$ cat src/rtl/inter_wb_master_bridge.sv
// Interconnect slave port (req/gnt/rvalid) to Wishbone classic master bridge.
// One access in flight at a time. Every granted request gets exactly one
// rvalid. A Wishbone error, or a slave that never answers, returns ERR_DATA
// and sets a sticky bus error flag.
module inter_wb_master_bridge #(
  parameter int unsigned                DATA_WIDTH = 32,
  parameter int unsigned                ADDR_WIDTH = 11,
  parameter int unsigned                WB_ADDR_W  = 32,
  parameter logic [WB_ADDR_W-1:0]       BASE_ADDR  = 32'h3000_0000,
  parameter int unsigned                TIMEOUT    = 255,
  parameter logic [DATA_WIDTH-1:0]      ERR_DATA   = 32'hDEAD_BEEF
) (
  input  logic                    clk_i,
  input  logic                    reset_ni,
  input  logic                    slave_data_req_i,
  input  logic [ADDR_WIDTH-1:0]   slave_data_addr_i,
  input  logic                    slave_data_we_i,
  input  logic [DATA_WIDTH/8-1:0] slave_data_be_i,
  input  logic [DATA_WIDTH-1:0]   slave_data_wdata_i,
  output logic                    slave_data_gnt_o,
  output logic                    slave_data_rvalid_o,
  output logic [DATA_WIDTH-1:0]   slave_data_rdata_o,
  output logic                    wbm_cyc_o,
  output logic                    wbm_stb_o,
  output logic                    wbm_we_o,
  output logic [DATA_WIDTH/8-1:0] wbm_sel_o,
  output logic [WB_ADDR_W-1:0]    wbm_adr_o,
  output logic [DATA_WIDTH-1:0]   wbm_dat_o,
  input  logic [DATA_WIDTH-1:0]   wbm_dat_i,
  input  logic                    wbm_ack_i,
  input  logic                    wbm_err_i,
  output logic                    bus_error_o,
  input  logic                    error_clr_i
);

  typedef enum logic [1:0] {
    IDLE = 2'd0,
    BUS  = 2'd1,
    RESP = 2'd2
  } state_t;

  // Counter value on the last BUS cycle that is still allowed to wait.
  localparam logic [7:0] TO_LAST = 8'(TIMEOUT - 1);

  state_t                 state_q;
  state_t                 state_d;
  logic [7:0]             cnt_q;
  logic                   wb_fail;
  logic                   wb_done;
  logic [WB_ADDR_W-1:0]   adr_word;

  // Byte address zero-extended and forced to a word boundary before the base is merged in.
  assign adr_word = WB_ADDR_W'(slave_data_addr_i) & ~WB_ADDR_W'(3);

  // err takes priority over ack. A timeout counts only when the slave stays silent on the last allowed cycle.
  assign wb_fail = wbm_err_i || (!wbm_ack_i && (cnt_q == TO_LAST));
  assign wb_done = wbm_ack_i || wb_fail;

  // Next-state logic and the handshake strobes, all decoded from the current state.
  always_comb begin
    state_d             = state_q;
    slave_data_gnt_o    = 1'b0;
    slave_data_rvalid_o = 1'b0;
    wbm_cyc_o           = 1'b0;
    wbm_stb_o           = 1'b0;
    unique case (state_q)
      IDLE: begin
        // Gated by reset so that no grant can appear while reset is asserted.
        slave_data_gnt_o = slave_data_req_i && reset_ni;
        if (slave_data_req_i) state_d = BUS;
      end
      BUS: begin
        wbm_cyc_o = 1'b1;
        wbm_stb_o = 1'b1;
        if (wb_done) state_d = RESP;
      end
      RESP: begin
        slave_data_rvalid_o = 1'b1;
        state_d             = IDLE;
      end
      default: state_d = IDLE;
    endcase
  end

  // State register. Async reset abandons any Wishbone cycle in flight.
  always_ff @(posedge clk_i or negedge reset_ni) begin
    if (!reset_ni) state_q <= IDLE;
    else           state_q <= state_d;
  end

  // Capture the request attributes at grant and hold them for the whole Wishbone cycle.
  always_ff @(posedge clk_i or negedge reset_ni) begin
    if (!reset_ni) begin
      wbm_we_o  <= 1'b0;
      wbm_sel_o <= '0;
      wbm_adr_o <= '0;
      wbm_dat_o <= '0;
    end else if (state_q == IDLE && slave_data_req_i) begin
      wbm_we_o  <= slave_data_we_i;
      wbm_sel_o <= slave_data_be_i;
      wbm_adr_o <= BASE_ADDR | adr_word;
      wbm_dat_o <= slave_data_wdata_i;
    end
  end

  // Response data: slave data on a read ack, ERR_DATA on error or timeout, otherwise held.
  always_ff @(posedge clk_i or negedge reset_ni) begin
    if (!reset_ni) begin
      slave_data_rdata_o <= '0;
    end else if (state_q == BUS) begin
      if (wb_fail)                     slave_data_rdata_o <= ERR_DATA;
      else if (wbm_ack_i && !wbm_we_o) slave_data_rdata_o <= wbm_dat_i;
    end
  end

  // Wait counter: counts BUS cycles and is cleared on the way back to IDLE.
  always_ff @(posedge clk_i or negedge reset_ni) begin
    if (!reset_ni)              cnt_q <= '0;
    else if (state_q == BUS)    cnt_q <= cnt_q + 8'd1;
    else if (state_q == RESP)   cnt_q <= '0;
  end

  // Sticky error flag. A new error wins over a clear in the same cycle.
  always_ff @(posedge clk_i or negedge reset_ni) begin
    if (!reset_ni)                      bus_error_o <= 1'b0;
    else if (state_q == BUS && wb_fail) bus_error_o <= 1'b1;
    else if (error_clr_i)               bus_error_o <= 1'b0;
  end

endmodule

$ cat config.mk
export PLATFORM = sky130hd
export DESIGN_NAME = inter_wb_master_bridge
export DESIGN_NICKNAME = d
export VERILOG_FILES = /design/src/rtl/inter_wb_master_bridge.sv
export SDC_FILE = /design/constraint.sdc
export NUM_CORES = 1
export LEC_CHECK = 0
export CAP_MARGIN = 20
export CORE_ASPECT_RATIO = 1.1
export CORE_MARGIN = 1
export CORE_UTILIZATION = 28
export CTS_CLUSTER_SIZE = 10
export DETAILED_ROUTE_END_ITERATION = 7
export SETUP_SLACK_MARGIN = 0.15
export SLEW_MARGIN = 0
export SYNTH_ARGS = -nofsm -noshare
export SYNTH_HDL_FRONTEND = slang
export SYNTH_SLANG_ARGS = --single-unit
$ cat constraint.sdc
create_clock -name clk_i -period 3.1 [get_ports clk_i]
set_input_delay 0.62 -clock clk_i [delete_from_list [all_inputs] [get_ports clk_i]]
set_output_delay 0.62 -clock clk_i [all_outputs]
set_load 0.02 [all_outputs]
==> impl_metrics.py, run 1 <==
metrics = {
    "timing": {
        "finalSetupTns_ns": 0,
        "holdWs_ns": 0.324,
        "slew_violations": 0,
        "min_period_over_period_pct": 83.9,
        "final_hold_viol_count": 0,
        "max_freq_mhz": 385,
        "setup_viol": 0,
        "period_needed_ns": 2.60,
        "relSlewSlack_pct": 46.2,
        "rsz0062_at_grt": "no",
        "worst_slew_pin_slew_ns": 0.808,
        "finalClockSkew_ns": 0.00712,
    },
    "synthesis": {
        "yosysMostFrequentCell": "dfrtp_1",
        "yosys-top-cells-count": "dfrtp_1, nor2_1, mux2_2",
        "yosysSeqAreaShare_pct": 52.6,
        "yosys.area.top_type": "dfrtp_1",
        "synthXorXnorAreaFrac_pct": 0.204,
        "synthTopCellsByArea": "dfrtp_1, mux2_2, a2111oi_2, nor2_1, buf_4",
        "syn_area_mm2": 0.00428,
        "netlist.area_leader.share_pct": 52.6,
        "synth_seq_cells": 90,
        "synth_edf_count": 0,
        "synth_cell_types": 40,
        "yosys_warnings": 0,
        "synth_top_family_by_area": "simple AND/OR/NAND/NOR gates",
        "synth_area_per_cell_um2": 11.3,
        "synthArstFlopShare_pct": 100,
        "syn_inst": 379,
        "synth_ff_type": "dfrtp_1",
        "synthAdderAreaFrac_pct": 1.46,
        "yosys.area_share.simple_pct": 13.7,
        "synth_compound_area_share_pct": 11.2,
        "muxShareOfSynthArea_pct": 12.8,
    },
    "critical_path": {
        "crit_chain": "clkdlybuf4s50_1 > and3_1 > clkdlybuf4s50_1",
        "path_common_cell": "clkdlybuf4s50_1",
        "critPathMaxFanout": 4,
        "worstSetupPathType": "primary input to output port",
        "critPathTopFamily": "buffers and inverters",
        "max_stage_delay_ns": 0.61,
        "slowest_stage": "clkdlybuf4s50_1",
        "end_kind": "output port",
        "startpoint_type": "primary input",
        "crit_buf_inv": 2,
        "worst-endpoint-arrival_ns": 1.98,
        "worst_ep_required_time_ns": 2.48,
    },
    "clocking": {
        "cts_sinks": 90,
        "post_cts_buffers": 0,
        "clkTransAtPathRegs_ns": 0.06,
        "root_buffer": "clkbuf_16",
        "cts_max_level": 3,
        "ctsHoldBuffers": 0,
        "insertion_delay_ns": 0.34,
        "clk_path_buf_depth": 2,
        "cts.repair.resized": 0,
        "cts_tree": "done",
        "cts_made_buffers": 9,
    },
    "die": {
        "core-area_mm2": 0.0150,
        "ioPinCount": 192,
        "die_area_mm2": 0.0158,
        "die_height_um": 132,
        "fp-row-count": 47,
        "floorplan.initialDensity_pct": 28.6,
        "die_w_um": 120,
    },
    "power": {
        "combPwrFrac_pct": 50.1,
        "seqPwrFrac_pct": 32.5,
        "switching_share_pct": 37.6,
        "cellInternalPower_mw": 4.04,
        "leakagePower_nw": 2.59,
        "switchingPower_mw": 2.44,
        "power_density_mw_per_mm2": 1010,
        "ir_worst_vdd_v": 0.000508,
        "pwr-share-clk_pct": 17.3,
    },
    "global_route": {
        "grt_use_total_pct": 15.0,
        "grt_antenna_before_repair": 0,
        "grt_pass1_wl_um": 18700,
        "grt_max_degree": 57,
        "overflow": 0,
        "grt_pass1_vias": 3627,
    },
    "cells_and_area": {
        "antenna-diode-count": 0,
        "areaGrowthSynthToFinish_pct": 49.4,
        "fin_nets": 632,
        "drive_gt1_share_pct": 17.2,
        "instances_no_fill": 742,
    },
    "drt": {
        "avgRoutedWirePerCell_um": 15.0,
        "wirelength_um": 11100,
        "firstDrtPassIters": 4,
        "drt_iter0_markers": 132,
        "ant_nets": 0,
        "routed-via-count": 3488,
        "drc": 0,
        "viasPerCell": 4.70,
    },
    "place": {
        "hpwlAfterDp_um": 7980,
        "dp.cells": 726,
        "io_buffers": 168,
        "finalWeightedCongestion": 0.727,
    },
    "status": {
        "outcome": "finished clean",
    },
    "run": {
        "drv_cap": 0,
    },
    "min_path": {
        "hold_class": "primary input to asynchronous set/reset pin",
    },
}
==> cell usage in the layout, fill, tap and decap left out, drive strengths merged, types with 2 or more instances in the layout <==
cell type	instances
ha	5
o21ai	3
nor3	24
buf	14
nor2	53
o2111ai	8
clkbuf	12
clkdlybuf4s50	167
a2111oi	24
and3	2
nand2	24
inv	8
conb	21
nand2b	2
nand4	2
dfrtp	90
o211ai	2
nand3	10
mux2	46
a21oi	5
clkinv	2
clkinvlp	2
mux2i	3
or3	3
==> worst register-to-register path: stages (launching register included) <==
cell and delay (ns):
dfrtp_1 0.37, inv_1 0.09, ha_1 0.25, nand2_2 0.44
buf_4 0.33, mux2_2 0.36
==> state kept, by name, summed over array words and instances, names as in the netlist <==
register            count
bus_error_o             1
wbm_adr_o              10
wbm_dat_o              32
slave_data_rdata_o     32
state_q                 2
wbm_we_o                1
cnt_q                   8
wbm_sel_o               4
==> layout make-up <==
| type | count | area (um^2) |
|---|---|---|
| clock buffer | 12 | 256 |
| clock inverter | 4 | 50.0 |
| fill | 1451 | 8600 |
| inverter | 9 | 33.8 |
| multi-input combinational | 250 | 1770 |
| sequential | 90 | 2250 |
| tap | 196 | 245 |
| timing repair buffer | 181 | 1800 |
==> routing by layer <==
metal  GRT usage, %  vias up  wire [um]
met5              0        -          0
met3           4.71       15        906
met1           17.5     1703       4330
li1               -     1620          -
met2           25.4      150       5680
met4           6.11        0        224
==> metrics by stage <==
stage | cell area (um^2) | util, % | setup slack (ns) | total power [mW]
final | 6400 | 42.7 | 0.499 | 6.47
after global routing | 6400 | 42.7 | 0.435 | 6.89
after CTS | 6400 | 42.7 | 0.496 | 6.57
after detailed placement | 6090 | 40.6 | 0.496 | 5.41
after global placement | 6070 | 40.5 | 0.507 | 5.32
after floorplan | 4360 | - | 1.33 | 3.88
==> power by group through the flow <==
stage	Sequential, mW	Combinational, mW	Clock, mW
2_1_floorplan	2.73	1.15	0
3_3_place_gp	2.10	3.21	0
3_5_place_dp	2.13	3.28	0
4_1_cts	2.11	3.29	1.17
5_1_grt	2.19	3.49	1.21
6_report	2.10	3.24	1.12
==> worst paths after layout <==
path,to,depth (start not counted),slack (ns),startpoint
hold / removal,slave_data_rdata_o[1],2,0.32,reset_ni
hold reg to reg,wbm_dat_o[5],1,0.50,wbm_dat_o[5]
setup reg to reg,wbm_dat_o[27],5,1.15,state_q[0]
min in group clk_i,wbm_dat_o[5],1,0.50,wbm_dat_o[5]
max in group asynchronous,wbm_dat_o[29],3,1.65,reset_ni
setup / recovery,slave_data_gnt_o,3,0.50,slave_data_req_i
==> cells by family (layout without fill, tap and decap cells) <==
logic type               count (synthesis)  in the layout
multiplexers                            49             49
buffers and inverters                   59            206
XOR/XNOR                                 1              1
other                                    1             21
adder cells (fa/ha/maj)                  5              5
AND/OR/NAND/NOR                        128            128
flip-flops                              90             90
AO/OA/AOI/OAI                           46             46
(Power assumes the default switching activity.)
==> inputs of run 2 (changes only) <==
==> constraint.sdc (replaced) <==
create_clock -name clk_i -period 2.2 [get_ports clk_i]
set_input_delay 0.44 -clock clk_i [delete_from_list [all_inputs] [get_ports clk_i]]
set_output_delay 0.44 -clock clk_i [all_outputs]
set_load 0.02 [all_outputs]
==> run 2 against run 1 <==
Global-route usage is 0.36 points lower; combinational power increased by 41%; count of clock-buffer cells in the layout fell by 2; critical path depth is 1 higher.
==> impl_metrics.py, run 2 (synthesis gave the netlist of run 1 again) <==
metrics = {
    "timing": {
        "max_freq_mhz": 532,
        "worst_slew_pin_slew_ns": 0.707,
        "setup_viol": 0,
        "min_period_over_period_pct": 85.4,
        "final.setup.worst_slack_ns": 0.321,
        "relSlewSlack_pct": 52.8,
        "period_needed_ns": 1.88,
        "final_hold_viol_count": 0,
        "rsz0062_at_grt": "no",
        "finalClockSkew_ns": 0.00842,
        "slew_violations": 0,
    },
    "drt": {
        "ant_nets": 0,
        "wl_met3_um": 777,
        "wl_met1_um": 4460,
        "drt_iter0_markers": 113,
        "met2_length_um": 5620,
        "routed-via-count": 3446,
        "viasPerCell": 4.65,
        "firstDrtPassIters": 6,
        "top_layer_used": "met4",
        "avgRoutedWirePerCell_um": 14.9,
        "drc": 0,
        "wirelength_um": 11100,
    },
    "global_route": {
        "grt_antenna_before_repair": 0,
        "grt_use_total_pct": 14.7,
        "grt_max_degree": 55,
        "grt_pass1_vias": 3568,
        "overflow": 0,
        "grt_pass1_wl_um": 18300,
    },
    "die": {
        "core-area_mm2": 0.0150,
        "floorplan.initialDensity_pct": 28.6,
        "fp-row-count": 47,
        "die_area_mm2": 0.0158,
        "ioPinCount": 192,
        "die_height_um": 132,
        "die_w_um": 120,
    },
    "critical_path": {
        "r2r_slack_ns": 0.39,
        "worst-endpoint-arrival_ns": 1.44,
        "critPathMaxFanout": 4,
        "worstSetupPathType": "register to output port",
        "worst_ep_required_time_ns": 1.76,
        "end_kind": "output port",
        "startpoint_type": "register",
    },
    "cells_and_area": {
        "fin_nets": 632,
        "antenna-diode-count": 0,
        "final_util_pct": 42.5,
        "layout.cells.most_common": "clkdlybuf4s50_1",
        "reg_top3": "slave_data_rdata_o x32, wbm_dat_o x32, wbm_adr_o x10",
        "areaGrowthSynthToFinish_pct": 48.9,
        "fill_cells": 1445,
        "layout_common_cells": "clkdlybuf4s50_1, dfrtp_1, nor2_1",
        "drive_gt1_share_pct": 17.2,
    },
    "min_path": {
        "hold_class": "primary input to asynchronous set/reset pin",
    },
    "place": {
        "hpwlAfterDp_um": 7850,
        "place_ws_ns": -0.00253,
        "finalWeightedCongestion": 0.726,
        "io_buffers": 168,
    },
    "clocking": {
        "clk_path_buf_depth": 2,
        "insertion_delay_ns": 0.34,
        "root_buffer": "clkbuf_16",
        "clkTransAtPathRegs_ns": 0.06,
        "cts_made_buffers": 9,
        "cts_tree": "done",
        "cts_sinks": 90,
        "cts_max_level": 3,
    },
    "power": {
        "ir_worst_vdd_v": 0.000645,
        "leakagePower_nw": 2.59,
        "finalPower_mw": 8.96,
        "power_density_mw_per_mm2": 1410,
    },
    "status": {
        "outcome": "finished clean",
    },
    "run": {
        "drv_cap": 0,
    },
}
run 2: cell count changes in the layout (fill, tap and decap cells not counted), moves of 2 or more:
cell | before | now
buf_12 | 0 | 4
buf_4 | 13 | 9
clkbuf_8 | 2 | 0
clkdlybuf4s50_1 | 167 | 163
clkinv_2 | 1 | 3
dlygate4sd2_1 | 0 | 3
run 2: metrics by stage:
stage | hold slack, ns | area, um^2 | TNS, ns | instances
2_1_floorplan | 0.144 | 4360 | 0 | 399
3_3_place_gp | 0.481 | 6120 | 0 | 726
3_5_place_dp | 0.491 | 6120 | -0.00253 | 726
4_1_cts | 0.157 | 6380 | 0 | 741
5_1_grt | 0.199 | 6380 | 0 | 741
6_report | 0.146 | 6380 | 0 | 741
run 2: report_power, final:
group / leakage, nW / internal [mW] / switching [mW]
combinational: 1.41 / 2.29 / 2.27
clock: 0.128 / 0.758 / 0.656
sequential: 1.06 / 2.44 / 0.541
total: 2.59 / 5.49 / 3.47
run 2: layout make-up:
class,count,area (um^2),area share (%)
sequential,90,2250,35.3
timing repair buffer,181,1820,28.6
multi-input combinational,250,1770,27.7
tap,196,245,3.84
clock buffer,10,229,3.59
inverter,9,33.8,0.530
clock inverter,5,31.3,0.490
run 2: worst paths after layout:
| kind | from | end | cells after the start |
|---|---|---|---|
| max | state_q[1] | slave_data_gnt_o | 4 |
| min | reset_ni | slave_data_rdata_o[2] | 2 |
| max reg2reg | state_q[1] | slave_data_rdata_o[8] | 7 |
| min reg2reg | wbm_dat_o[20] | wbm_dat_o[20] | 1 |
| max in group asynchronous | reset_ni | state_q[0] | 3 |
| min in group clk_i | wbm_dat_o[20] | wbm_dat_o[20] | 1 |
run 2: what timing repair did:
action | 4_1_cts | 5_1_grt
buffers inserted | 0 | 0
resized for setup | 4 | 3
endpoints found under the setup margin | 4 | 2
hold buffers | 0 | 0
run 2: layer usage:
| layer | global-route usage, % | up-vias |
|---|---|---|
| met4 | 6.25 | 0 |
| met5 | 0 | - |
| met3 | 4.37 | 15 |
| met2 | 25.2 | 118 |
| met1 | 16.9 | 1691 |
| li1 | - | 1622 |
run 2: worst max-delay path: stages (launching register included):
cell and delay (ns):
dfrtp_1 0.41, inv_1 0.09, ha_1 0.21, and3_1 0.20
clkbuf_2 0.18
